$ cat config.mk
export PLATFORM = sky130hd
export DESIGN_NAME = cc_collision_detector_flat
export DESIGN_NICKNAME = d
export VERILOG_FILES = /design/src/rtl/cc_collision_pkg.sv /design/src/rtl/cc_collision_detector_if.sv /design/src/rtl/cc_collision_row_accumulator.sv /design/src/rtl/cc_collision_detector.sv /design/src/flat_wrapper.sv
export SDC_FILE = /design/constraint.sdc
export NUM_CORES = 1
export LEC_CHECK = 0
export CAP_MARGIN = 40
export CORE_MARGIN = 2
export CORE_UTILIZATION = 30
export DETAILED_ROUTE_END_ITERATION = 10
export REMOVE_ABC_BUFFERS = 1
export SLEW_MARGIN = 20
export SYNTH_ARGS = -nofsm -noshare
export SYNTH_HDL_FRONTEND = slang
export SYNTH_SLANG_ARGS = --single-unit
$ cat constraint.sdc
create_clock -name CC_COLLISIONDETECTOR_CLOCK_50 -period 2.4 [get_ports CC_COLLISIONDETECTOR_CLOCK_50]
set_input_delay 0.48 -clock CC_COLLISIONDETECTOR_CLOCK_50 [delete_from_list [all_inputs] [get_ports CC_COLLISIONDETECTOR_CLOCK_50]]
set_output_delay 0.48 -clock CC_COLLISIONDETECTOR_CLOCK_50 [all_outputs]
set_load 0.01 [all_outputs]
$ cat src/rtl/cc_collision_pkg.sv
// ============================================================================
// Module   : cc_collision_pkg
// Purpose  : Shared state encoding and width helpers for the collision detector.
// Revision : 1.0 - initial release
// ============================================================================
`default_nettype none

package cc_collision_pkg;

  typedef enum logic [1:0] {
    ST_PLAY     = 2'd0,
    ST_GRACE    = 2'd1,
    ST_GAMEOVER = 2'd2
  } cc_state_e;

  function automatic int cc_row_width(input int rows);
    return (rows <= 2) ? 1 : $clog2(rows);
  endfunction

  function automatic int cc_lives_width(input int lives);
    return (lives < 1) ? 1 : $clog2(lives + 1);
  endfunction

  // Width able to hold 0..n inclusive, never narrower than one bit.
  function automatic int cc_count_width(input int n);
    return (n < 1) ? 1 : $clog2(n + 1);
  endfunction

endpackage

`default_nettype wire

$ cat src/rtl/cc_collision_detector_if.sv
// ============================================================================
// Module   : cc_collision_detector_if
// Purpose  : Row/frame strobes and game-status bus of the collision detector.
//            Optional hitRow field when CC_COLLISIONDETECTOR_ROWCAPTURE_EN is set.
// Revision : 1.0 - initial release
// ============================================================================
`default_nettype none

interface cc_collision_detector_if
  import cc_collision_pkg::*;
#(
  parameter int DATAWIDTH = 8,
  parameter int ROWS      = 8,
  parameter int LIVES     = 3
);
  localparam int RW = cc_row_width(ROWS);
  localparam int LW = cc_lives_width(LIVES);

  logic                 CC_COLLISIONDETECTOR_frameStart_In;
  logic                 CC_COLLISIONDETECTOR_frameEnd_In;
  logic                 CC_COLLISIONDETECTOR_rowValid_In;
  logic [RW-1:0]        CC_COLLISIONDETECTOR_rowIndex_In;
  logic [DATAWIDTH-1:0] CC_COLLISIONDETECTOR_backgBUS;
  logic [DATAWIDTH-1:0] CC_COLLISIONDETECTOR_froggerBUS;
  logic                 CC_COLLISIONDETECTOR_restart_In;
  logic                 CC_COLLISIONDETECTOR_lose_OutLow;
  logic                 CC_COLLISIONDETECTOR_hit_Out;
  logic [LW-1:0]        CC_COLLISIONDETECTOR_lives_Out;
  logic                 CC_COLLISIONDETECTOR_grace_Out;
`ifdef CC_COLLISIONDETECTOR_ROWCAPTURE_EN
  logic [RW-1:0]        CC_COLLISIONDETECTOR_hitRow_Out;
`endif

  modport master (
    output CC_COLLISIONDETECTOR_frameStart_In, CC_COLLISIONDETECTOR_frameEnd_In,
    output CC_COLLISIONDETECTOR_rowValid_In, CC_COLLISIONDETECTOR_rowIndex_In,
    output CC_COLLISIONDETECTOR_backgBUS, CC_COLLISIONDETECTOR_froggerBUS,
    output CC_COLLISIONDETECTOR_restart_In,
    input  CC_COLLISIONDETECTOR_lose_OutLow, CC_COLLISIONDETECTOR_hit_Out,
    input  CC_COLLISIONDETECTOR_lives_Out, CC_COLLISIONDETECTOR_grace_Out
`ifdef CC_COLLISIONDETECTOR_ROWCAPTURE_EN
    , input CC_COLLISIONDETECTOR_hitRow_Out
`endif
  );

  modport slave (
    input  CC_COLLISIONDETECTOR_frameStart_In, CC_COLLISIONDETECTOR_frameEnd_In,
    input  CC_COLLISIONDETECTOR_rowValid_In, CC_COLLISIONDETECTOR_rowIndex_In,
    input  CC_COLLISIONDETECTOR_backgBUS, CC_COLLISIONDETECTOR_froggerBUS,
    input  CC_COLLISIONDETECTOR_restart_In,
    output CC_COLLISIONDETECTOR_lose_OutLow, CC_COLLISIONDETECTOR_hit_Out,
    output CC_COLLISIONDETECTOR_lives_Out, CC_COLLISIONDETECTOR_grace_Out
`ifdef CC_COLLISIONDETECTOR_ROWCAPTURE_EN
    , output CC_COLLISIONDETECTOR_hitRow_Out
`endif
  );

endinterface

`default_nettype wire

$ cat src/rtl/cc_collision_row_accumulator.sv
// ============================================================================
// Module   : cc_collision_row_accumulator
// Purpose  : Per-row frog/background compare and per-frame OR accumulator,
//            with lowest-row tracking under CC_COLLISIONDETECTOR_ROWCAPTURE_EN.
// Revision : 1.0 - initial release
// ============================================================================
`default_nettype none

module cc_collision_row_accumulator
  import cc_collision_pkg::*;
#(
  parameter int DATAWIDTH = 8,
  parameter int ROWS      = 8,
  parameter int RW        = cc_row_width(ROWS)
) (
  input  logic                 clk,
  input  logic                 rst,
  input  logic                 frame_start,
  input  logic                 frame_end,
  input  logic                 restart,
  input  logic                 row_valid,
  input  logic [RW-1:0]        row_index,
  input  logic [DATAWIDTH-1:0] frog_row,
  input  logic [DATAWIDTH-1:0] backg_row,
  output logic                 frame_hit
`ifdef CC_COLLISIONDETECTOR_ROWCAPTURE_EN
  , output logic [RW-1:0]      frame_low_row
`endif
);

  localparam logic [RW:0] ROW_LIMIT = ROWS[RW:0];

  logic row_hit;
  logic prior_valid;
  logic acc_q, acc_d;

  assign row_hit = row_valid && ({1'b0, row_index} < ROW_LIMIT) && (|(frog_row & backg_row));

  // A frame-start row belongs to the new frame, so the old accumulator is masked.
  assign prior_valid = !frame_start && acc_q;

  always_comb begin
    frame_hit = prior_valid || row_hit;
    acc_d     = acc_q | row_hit;
    if (restart || (frame_start && frame_end)) begin
      acc_d = 1'b0;
    end else if (frame_start) begin
      acc_d = row_hit;
    end
  end

  always_ff @(posedge clk) begin
    if (rst) begin
      acc_q <= 1'b0;
    end else begin
      acc_q <= acc_d;
    end
  end

`ifdef CC_COLLISIONDETECTOR_ROWCAPTURE_EN
  logic [RW-1:0] low_q, low_d;

  // Rows may arrive in any order, so keep the minimum colliding index seen.
  always_comb begin
    frame_low_row = low_q;
    if (row_hit && (!prior_valid || (row_index < low_q))) begin
      frame_low_row = row_index;
    end
    low_d = frame_low_row;
  end

  always_ff @(posedge clk) begin
    if (rst) begin
      low_q <= '0;
    end else begin
      low_q <= low_d;
    end
  end
`endif

endmodule

`default_nettype wire

$ cat src/rtl/cc_collision_detector.sv
// ============================================================================
// Module   : cc_collision_detector
// Purpose  : Frame-based frog collision arbiter: hit streak, lives, grace and
//            sticky game-over. Optional CC_COLLISIONDETECTOR_ROWCAPTURE_EN.
// Revision : 1.0 - initial release
// ============================================================================
`default_nettype none

module cc_collision_detector
  import cc_collision_pkg::*;
#(
  parameter int DATAWIDTH    = 8,
  parameter int ROWS         = 8,
  parameter int HIT_FRAMES   = 2,
  parameter int GRACE_FRAMES = 16,
  parameter int LIVES        = 3
) (
  input  logic                    CC_COLLISIONDETECTOR_CLOCK_50,
  input  logic                    CC_COLLISIONDETECTOR_RESET_InHigh,
  cc_collision_detector_if.slave  bus
);

  localparam int RW = cc_row_width(ROWS);
  localparam int LW = cc_lives_width(LIVES);
  localparam int SW = cc_count_width(HIT_FRAMES);
  localparam int GW = cc_count_width(GRACE_FRAMES);

  localparam logic [1:0] S_PLAY     = ST_PLAY;
  localparam logic [1:0] S_GRACE    = ST_GRACE;
  localparam logic [1:0] S_GAMEOVER = ST_GAMEOVER;

  localparam logic [SW-1:0] STREAK_LAST = SW'(HIT_FRAMES - 1);
  localparam logic [GW-1:0] GRACE_LOAD  = GW'(GRACE_FRAMES);
  localparam logic [LW-1:0] LIVES_LOAD  = LW'(LIVES);

  logic clk, rst, restart, frame_end, frame_hit;
  assign clk       = CC_COLLISIONDETECTOR_CLOCK_50;
  assign rst       = CC_COLLISIONDETECTOR_RESET_InHigh;
  assign restart   = bus.CC_COLLISIONDETECTOR_restart_In;
  assign frame_end = bus.CC_COLLISIONDETECTOR_frameEnd_In;

  logic [1:0]    state_q, state_d;
  logic [SW-1:0] streak_q, streak_d;
  logic [GW-1:0] grace_cnt_q, grace_cnt_d;
  logic [LW-1:0] lives_q, lives_d;
  logic          hit_q, hit_d;
  logic          lose_q, lose_d;
  logic          in_grace_q, in_grace_d;

`ifdef CC_COLLISIONDETECTOR_ROWCAPTURE_EN
  logic [RW-1:0] frame_low_row;
  logic [RW-1:0] hit_row_q, hit_row_d;
`endif

  cc_collision_row_accumulator #(
    .DATAWIDTH (DATAWIDTH),
    .ROWS      (ROWS),
    .RW        (RW)
  ) u_row_acc (
    .clk         (clk),
    .rst         (rst),
    .frame_start (bus.CC_COLLISIONDETECTOR_frameStart_In),
    .frame_end   (frame_end),
    .restart     (restart),
    .row_valid   (bus.CC_COLLISIONDETECTOR_rowValid_In),
    .row_index   (bus.CC_COLLISIONDETECTOR_rowIndex_In),
    .frog_row    (bus.CC_COLLISIONDETECTOR_froggerBUS),
    .backg_row   (bus.CC_COLLISIONDETECTOR_backgBUS),
    .frame_hit   (frame_hit)
`ifdef CC_COLLISIONDETECTOR_ROWCAPTURE_EN
    , .frame_low_row (frame_low_row)
`endif
  );

  always_comb begin
    state_d     = state_q;
    streak_d    = streak_q;
    grace_cnt_d = grace_cnt_q;
    lives_d     = lives_q;
    hit_d       = 1'b0;
    if (restart) begin
      state_d     = S_PLAY;
      streak_d    = '0;
      grace_cnt_d = '0;
      lives_d     = LIVES_LOAD;
    end else if (frame_end) begin
      case (state_q)
        S_PLAY: begin
          if (!frame_hit) begin
            streak_d = '0;
          end else if (streak_q == STREAK_LAST) begin
            hit_d    = 1'b1;
            streak_d = '0;
            lives_d  = lives_q - LW'(1);
            if (lives_q == LW'(1)) begin
              state_d = S_GAMEOVER;
            end else if (GRACE_FRAMES > 0) begin
              state_d     = S_GRACE;
              grace_cnt_d = GRACE_LOAD;
            end
          end else begin
            streak_d = streak_q + SW'(1);
          end
        end
        S_GRACE: begin
          streak_d    = '0;
          grace_cnt_d = grace_cnt_q - GW'(1);
          if (grace_cnt_q == GW'(1)) begin
            state_d = S_PLAY;
          end
        end
        S_GAMEOVER: begin
          lives_d = '0;
        end
        default: begin
          state_d = S_PLAY;
        end
      endcase
    end
    lose_d     = (state_d != S_GAMEOVER);
    in_grace_d = (state_d == S_GRACE);
  end

  always_ff @(posedge clk) begin
    if (rst) begin
      state_q     <= S_PLAY;
      streak_q    <= '0;
      grace_cnt_q <= '0;
      lives_q     <= LIVES_LOAD;
      hit_q       <= 1'b0;
      lose_q      <= 1'b1;
      in_grace_q  <= 1'b0;
    end else begin
      state_q     <= state_d;
      streak_q    <= streak_d;
      grace_cnt_q <= grace_cnt_d;
      lives_q     <= lives_d;
      hit_q       <= hit_d;
      lose_q      <= lose_d;
      in_grace_q  <= in_grace_d;
    end
  end

  assign bus.CC_COLLISIONDETECTOR_lose_OutLow = lose_q;
  assign bus.CC_COLLISIONDETECTOR_hit_Out     = hit_q;
  assign bus.CC_COLLISIONDETECTOR_lives_Out   = lives_q;
  assign bus.CC_COLLISIONDETECTOR_grace_Out   = in_grace_q;

`ifdef CC_COLLISIONDETECTOR_ROWCAPTURE_EN
  // Restart deliberately leaves the last captured row in place.
  always_comb begin
    hit_row_d = hit_row_q;
    if (hit_d) begin
      hit_row_d = frame_low_row;
    end
  end

  always_ff @(posedge clk) begin
    if (rst) begin
      hit_row_q <= '0;
    end else begin
      hit_row_q <= hit_row_d;
    end
  end

  assign bus.CC_COLLISIONDETECTOR_hitRow_Out = hit_row_q;
`endif

endmodule

`default_nettype wire

$ cat src/flat_wrapper.sv
// flat-port wrapper written by rule: the top's interface ports become plain ports
module cc_collision_detector_flat import cc_collision_pkg::*;
#(
  parameter int DATAWIDTH    = 8,
  parameter int ROWS         = 8,
  parameter int HIT_FRAMES   = 2,
  parameter int GRACE_FRAMES = 16,
  parameter int LIVES        = 3
)
  (CC_COLLISIONDETECTOR_CLOCK_50, CC_COLLISIONDETECTOR_RESET_InHigh, bus_CC_COLLISIONDETECTOR_frameStart_In, bus_CC_COLLISIONDETECTOR_frameEnd_In, bus_CC_COLLISIONDETECTOR_rowValid_In, bus_CC_COLLISIONDETECTOR_rowIndex_In, bus_CC_COLLISIONDETECTOR_backgBUS, bus_CC_COLLISIONDETECTOR_froggerBUS, bus_CC_COLLISIONDETECTOR_restart_In, bus_CC_COLLISIONDETECTOR_lose_OutLow, bus_CC_COLLISIONDETECTOR_hit_Out, bus_CC_COLLISIONDETECTOR_lives_Out, bus_CC_COLLISIONDETECTOR_grace_Out);
  cc_collision_detector_if #(.DATAWIDTH(DATAWIDTH), .ROWS(ROWS), .LIVES(LIVES)) bus_i ();
  input  logic CC_COLLISIONDETECTOR_CLOCK_50;
  input  logic CC_COLLISIONDETECTOR_RESET_InHigh;
  input wire logic [$bits(bus_i.CC_COLLISIONDETECTOR_frameStart_In)-1:0] bus_CC_COLLISIONDETECTOR_frameStart_In;
  input wire logic [$bits(bus_i.CC_COLLISIONDETECTOR_frameEnd_In)-1:0] bus_CC_COLLISIONDETECTOR_frameEnd_In;
  input wire logic [$bits(bus_i.CC_COLLISIONDETECTOR_rowValid_In)-1:0] bus_CC_COLLISIONDETECTOR_rowValid_In;
  input wire logic [$bits(bus_i.CC_COLLISIONDETECTOR_rowIndex_In)-1:0] bus_CC_COLLISIONDETECTOR_rowIndex_In;
  input wire logic [$bits(bus_i.CC_COLLISIONDETECTOR_backgBUS)-1:0] bus_CC_COLLISIONDETECTOR_backgBUS;
  input wire logic [$bits(bus_i.CC_COLLISIONDETECTOR_froggerBUS)-1:0] bus_CC_COLLISIONDETECTOR_froggerBUS;
  input wire logic [$bits(bus_i.CC_COLLISIONDETECTOR_restart_In)-1:0] bus_CC_COLLISIONDETECTOR_restart_In;
  output wire logic [$bits(bus_i.CC_COLLISIONDETECTOR_lose_OutLow)-1:0] bus_CC_COLLISIONDETECTOR_lose_OutLow;
  output wire logic [$bits(bus_i.CC_COLLISIONDETECTOR_hit_Out)-1:0] bus_CC_COLLISIONDETECTOR_hit_Out;
  output wire logic [$bits(bus_i.CC_COLLISIONDETECTOR_lives_Out)-1:0] bus_CC_COLLISIONDETECTOR_lives_Out;
  output wire logic [$bits(bus_i.CC_COLLISIONDETECTOR_grace_Out)-1:0] bus_CC_COLLISIONDETECTOR_grace_Out;
  assign bus_i.CC_COLLISIONDETECTOR_frameStart_In = bus_CC_COLLISIONDETECTOR_frameStart_In;
  assign bus_i.CC_COLLISIONDETECTOR_frameEnd_In = bus_CC_COLLISIONDETECTOR_frameEnd_In;
  assign bus_i.CC_COLLISIONDETECTOR_rowValid_In = bus_CC_COLLISIONDETECTOR_rowValid_In;
  assign bus_i.CC_COLLISIONDETECTOR_rowIndex_In = bus_CC_COLLISIONDETECTOR_rowIndex_In;
  assign bus_i.CC_COLLISIONDETECTOR_backgBUS = bus_CC_COLLISIONDETECTOR_backgBUS;
  assign bus_i.CC_COLLISIONDETECTOR_froggerBUS = bus_CC_COLLISIONDETECTOR_froggerBUS;
  assign bus_i.CC_COLLISIONDETECTOR_restart_In = bus_CC_COLLISIONDETECTOR_restart_In;
  assign bus_CC_COLLISIONDETECTOR_lose_OutLow = bus_i.CC_COLLISIONDETECTOR_lose_OutLow;
  assign bus_CC_COLLISIONDETECTOR_hit_Out = bus_i.CC_COLLISIONDETECTOR_hit_Out;
  assign bus_CC_COLLISIONDETECTOR_lives_Out = bus_i.CC_COLLISIONDETECTOR_lives_Out;
  assign bus_CC_COLLISIONDETECTOR_grace_Out = bus_i.CC_COLLISIONDETECTOR_grace_Out;
  cc_collision_detector #(.DATAWIDTH(DATAWIDTH), .ROWS(ROWS), .HIT_FRAMES(HIT_FRAMES), .GRACE_FRAMES(GRACE_FRAMES), .LIVES(LIVES)) u_core (.CC_COLLISIONDETECTOR_CLOCK_50(CC_COLLISIONDETECTOR_CLOCK_50), .CC_COLLISIONDETECTOR_RESET_InHigh(CC_COLLISIONDETECTOR_RESET_InHigh), .bus(bus_i));
endmodule
==> flow_metrics.env <==
export IMPL_hold_violations=0
export IMPL_synthesis_instances=87
export IMPL_synth_top_family_by_area="compound AO/OA/AOI/OAI gates"
export IMPL_vdd_ir_drop_max_mv=0.3656
export IMPL_dp_hpwl_um=1506
export IMPL_syn_cell_area_um2=789.5
export IMPL_post_route_util_pct=44.95
export IMPL_initialDrtViolationCount=16
export IMPL_setup_violations_final=0
export IMPL_postCtsSetupRepairBufs=0
export IMPL_synthesis_area_per_instance_um2=9.075
export IMPL_required_time_of_the_critical_path_ns=2.61
export IMPL_synth_compound_area_share_pct=28.53
export IMPL_worst_pin_slew_ns=0.3545
export IMPL_synth_yosys_seq_area_share_pct=38.03
export IMPL_synth_yosys_warnings=0
export IMPL_synth_enable_flop_cells=0
export IMPL_synth_flop_cell="sky130_fd_sc_hd__dfxtp_1"
export IMPL_critical_path_peak_fanout=9
export IMPL_grt_pass1_wl_um=3305
export IMPL_layout_common_cells="26 x sky130_fd_sc_hd__clkdlybuf4s50_1, 15 x sky130_fd_sc_hd__dfxtp_1, 7 x sky130_fd_sc_hd__inv_1"
export IMPL_cts_inserted_buffers=3
export IMPL_power_density_nw_per_um2=427.9
export IMPL_cts_repair_resize_count=0
export IMPL_gr_total_overflow=0
export IMPL_sinks_on_clock_net=15
export IMPL_combinationalPowerShare_pct=16.8
export IMPL_final_antenna_net_count=0
export IMPL_grt_usage_pct=12.79
export IMPL_worstSkewPairLatency_ns=0.28
export IMPL_timing_setup_critical_path_class="reg -> reg"
export IMPL_initial_antenna_violation_count=0
export IMPL_htree_num_levels=1
export IMPL_yosys_area_share_adder_pct=4.754
export IMPL_core_area_um2=2477
export IMPL_die_w_um=55.30
export IMPL_maximum_number_of_pins_on_one_net_before_global_route_repair=10
export IMPL_port_buffers=26
export IMPL_slew_violations=0
export IMPL_netSwitchingPower_w=0.0001118
export IMPL_ys_seq_elements=15
export IMPL_synth_simple_area_share_pct=21.39
export IMPL_cts_hold_repair_buffers=0
export IMPL_layout_cells_most_common="sky130_fd_sc_hd__clkdlybuf4s50_1"
export IMPL_grt_setup_unrepaired="false"
export IMPL_nNetsFinal=146
export IMPL_cp_end_kind="flip-flop"
export IMPL_vias=793
export IMPL_area_growth_synth_to_final_pct=41.05
export IMPL_netSwitchingFraction_pct=23.47
export IMPL_skew_ns=0.0005829
export IMPL_drv_cap=0
export IMPL_synth_async_reset_ratio_pct=0
export IMPL_final_setup_tns_ns=0
export IMPL_cp_arrival_ns=2.19
export IMPL_synth_cell_types=35
export IMPL_worst_slew_margin_rel_pct=75.76
export IMPL_effective_utilization_at_floorplan_pct=31.87
export IMPL_cts_root_buf="sky130_fd_sc_hd__clkbuf_4"
export IMPL_clkSlewWorstSetupHoldPaths_ns=0.09
export IMPL_run_status="completed"
export IMPL_power_internal_w=0.0003647
export IMPL_leakage_nw=0.4431
export IMPL_num_antenna_cells=0
export IMPL_post_route_cells_drive_above_1_share_pct=8.547
export IMPL_yosys_mux_area_fraction_pct=0
export IMPL_globalplace_congestion=0.7965
export IMPL_row_count=18
export IMPL_io_pin_count=30
export IMPL_tritoncts="built"
export IMPL_route_detailed_wl_per_inst_um=12.67
export IMPL_worst_setup_path_start_kind="flip-flop"
export IMPL_finalCriticalPeriod_ns=1.981
export IMPL_dieHeight_um=55.30
export IMPL_ctsLongestPathBuffers=2
export IMPL_first_global_vias=758
export IMPL_worst_hold_path_type="reg -> reg"
export IMPL_pwr_share_clk_pct=30.2
export IMPL_route_final_wire_length_um=1863
export IMPL_post_drt_via_cell_ratio=5.395
export IMPL_die_area_um2=3058
export IMPL_hold_worst_slack_ns=0.4763
export IMPL_post_synth_xor_area_fraction_pct=1.109
export IMPL_drtPass1Iterations=5
export IMPL_max_freq_ghz=0.5047
export IMPL_post_route_period_util_pct=82.56
export IMPL_drcViolationCount=0
export IMPL_seq_power_share_pct=53.0
-- cells in the mapped netlist, types with 2 or more instances --
library cell               number  area (um2)
sky130_fd_sc_hd__a211oi_1       2       15.01
sky130_fd_sc_hd__ha_1           3       37.54
sky130_fd_sc_hd__nand2_1        4       15.01
sky130_fd_sc_hd__nand2b_1       2       12.51
sky130_fd_sc_hd__nor2b_1        3       18.77
sky130_fd_sc_hd__o21ai_0        5       25.02
sky130_fd_sc_hd__nand3_1        3       15.01
sky130_fd_sc_hd__nor2_1         5       18.77
sky130_fd_sc_hd__a31oi_1        2       12.51
sky130_fd_sc_hd__a21oi_1        6       30.03
sky130_fd_sc_hd__dfxtp_1       15       300.3
sky130_fd_sc_hd__or3_1          5       31.28
sky130_fd_sc_hd__inv_1          7       26.28
sky130_fd_sc_hd__a22o_1         4       35.03
-- metrics by stage --
step	worst slack [ns]	power [W]	instance area (um2)	instances
floorplan	0.6148	0.0002901	767.0	84
global placement	0.1619	0.0003377	1087	143
detailed placement	0.1544	0.0003385	1087	143
CTS	0.4301	0.0004816	1114	147
global route	0.3143	0.0005011	1114	147
finish	0.4185	0.0004765	1114	147
-- registers in the layout, indices dropped and copies added (netlist names) --
register	flops
u_core.u_row_acc.acc_q	1
u_core.bus.CC_COLLISIONDETECTOR_lives_Out	2
u_core.streak_q	2
u_core.bus.CC_COLLISIONDETECTOR_lose_OutLow	1
u_core.grace_cnt_q	5
u_core.bus.CC_COLLISIONDETECTOR_hit_Out	1
u_core.bus.CC_COLLISIONDETECTOR_grace_Out	1
u_core.state_q	2
-- kinds of logic after synthesis --
family | count (synthesis)
buf+inv | 10
compound gates | 29
simple gates | 29
flops | 15
xor+xnor | 1
fa+ha+maj | 3
-- power by group through the flow --
| stage | clock network, W | registers, W | logic [W] |
|---|---|---|---|
| after floorplan | 0 | 0.000258 | 0.0000318 |
| after global placement | 0 | 0.000258 | 0.0000792 |
| after detailed placement | 0 | 0.000259 | 0.0000799 |
| after CTS | 0.000149 | 0.000253 | 0.0000803 |
| after global routing | 0.000161 | 0.000253 | 0.0000873 |
| final | 0.000144 | 0.000253 | 0.0000799 |
-- per-layer routing --
metal / part of all wire (%) / wire [um] / track usage [%] / up-vias
li1: - / - / - / 383
met3: 7.6 / 142 / 3.044 / 4
met2: 47 / 881 / 21.43 / 36
met5: 0 / 0 / 0 / -
met4: 1.2 / 23 / 4.181 / 0
met1: 44 / 816 / 16.09 / 370
-- cell type report --
class | count | area [um2]
fill | 256 | 1364
multi-input combinational | 62 | 440.4
sequential | 15 | 300.3
timing repair buffer | 29 | 282.8
tap | 30 | 37.54
clock buffer | 4 | 26.28
inverter | 7 | 26.28
-- final timing paths --
path | start | to | slack, ns | cells past startpoint
worst max-delay path | u_core.bus.CC_COLLISIONDETECTOR_lives_Out[1] | u_core.grace_cnt_q[4] | 0.42 | 7
worst min-delay path | u_core.streak_q[1] | u_core.streak_q[1] | 0.48 | 2
worst min register to register | u_core.streak_q[1] | u_core.streak_q[1] | 0.48 | 2
worst max register to register | u_core.bus.CC_COLLISIONDETECTOR_lives_Out[1] | u_core.grace_cnt_q[4] | 0.42 | 7
-- critical path, stage by stage (launching register included) --
cell,delay [ns]
sky130_fd_sc_hd__dfxtp_1,0.33
sky130_fd_sc_hd__inv_1,0.06
sky130_fd_sc_hd__ha_1,0.20
sky130_fd_sc_hd__nor3b_2,0.33
sky130_fd_sc_hd__a41o_1,0.22
sky130_fd_sc_hd__o21ba_1,0.24
sky130_fd_sc_hd__or3_1,0.37
sky130_fd_sc_hd__a31oi_1,0.16
No activity file was read; power rests on OpenSTA's default activity.
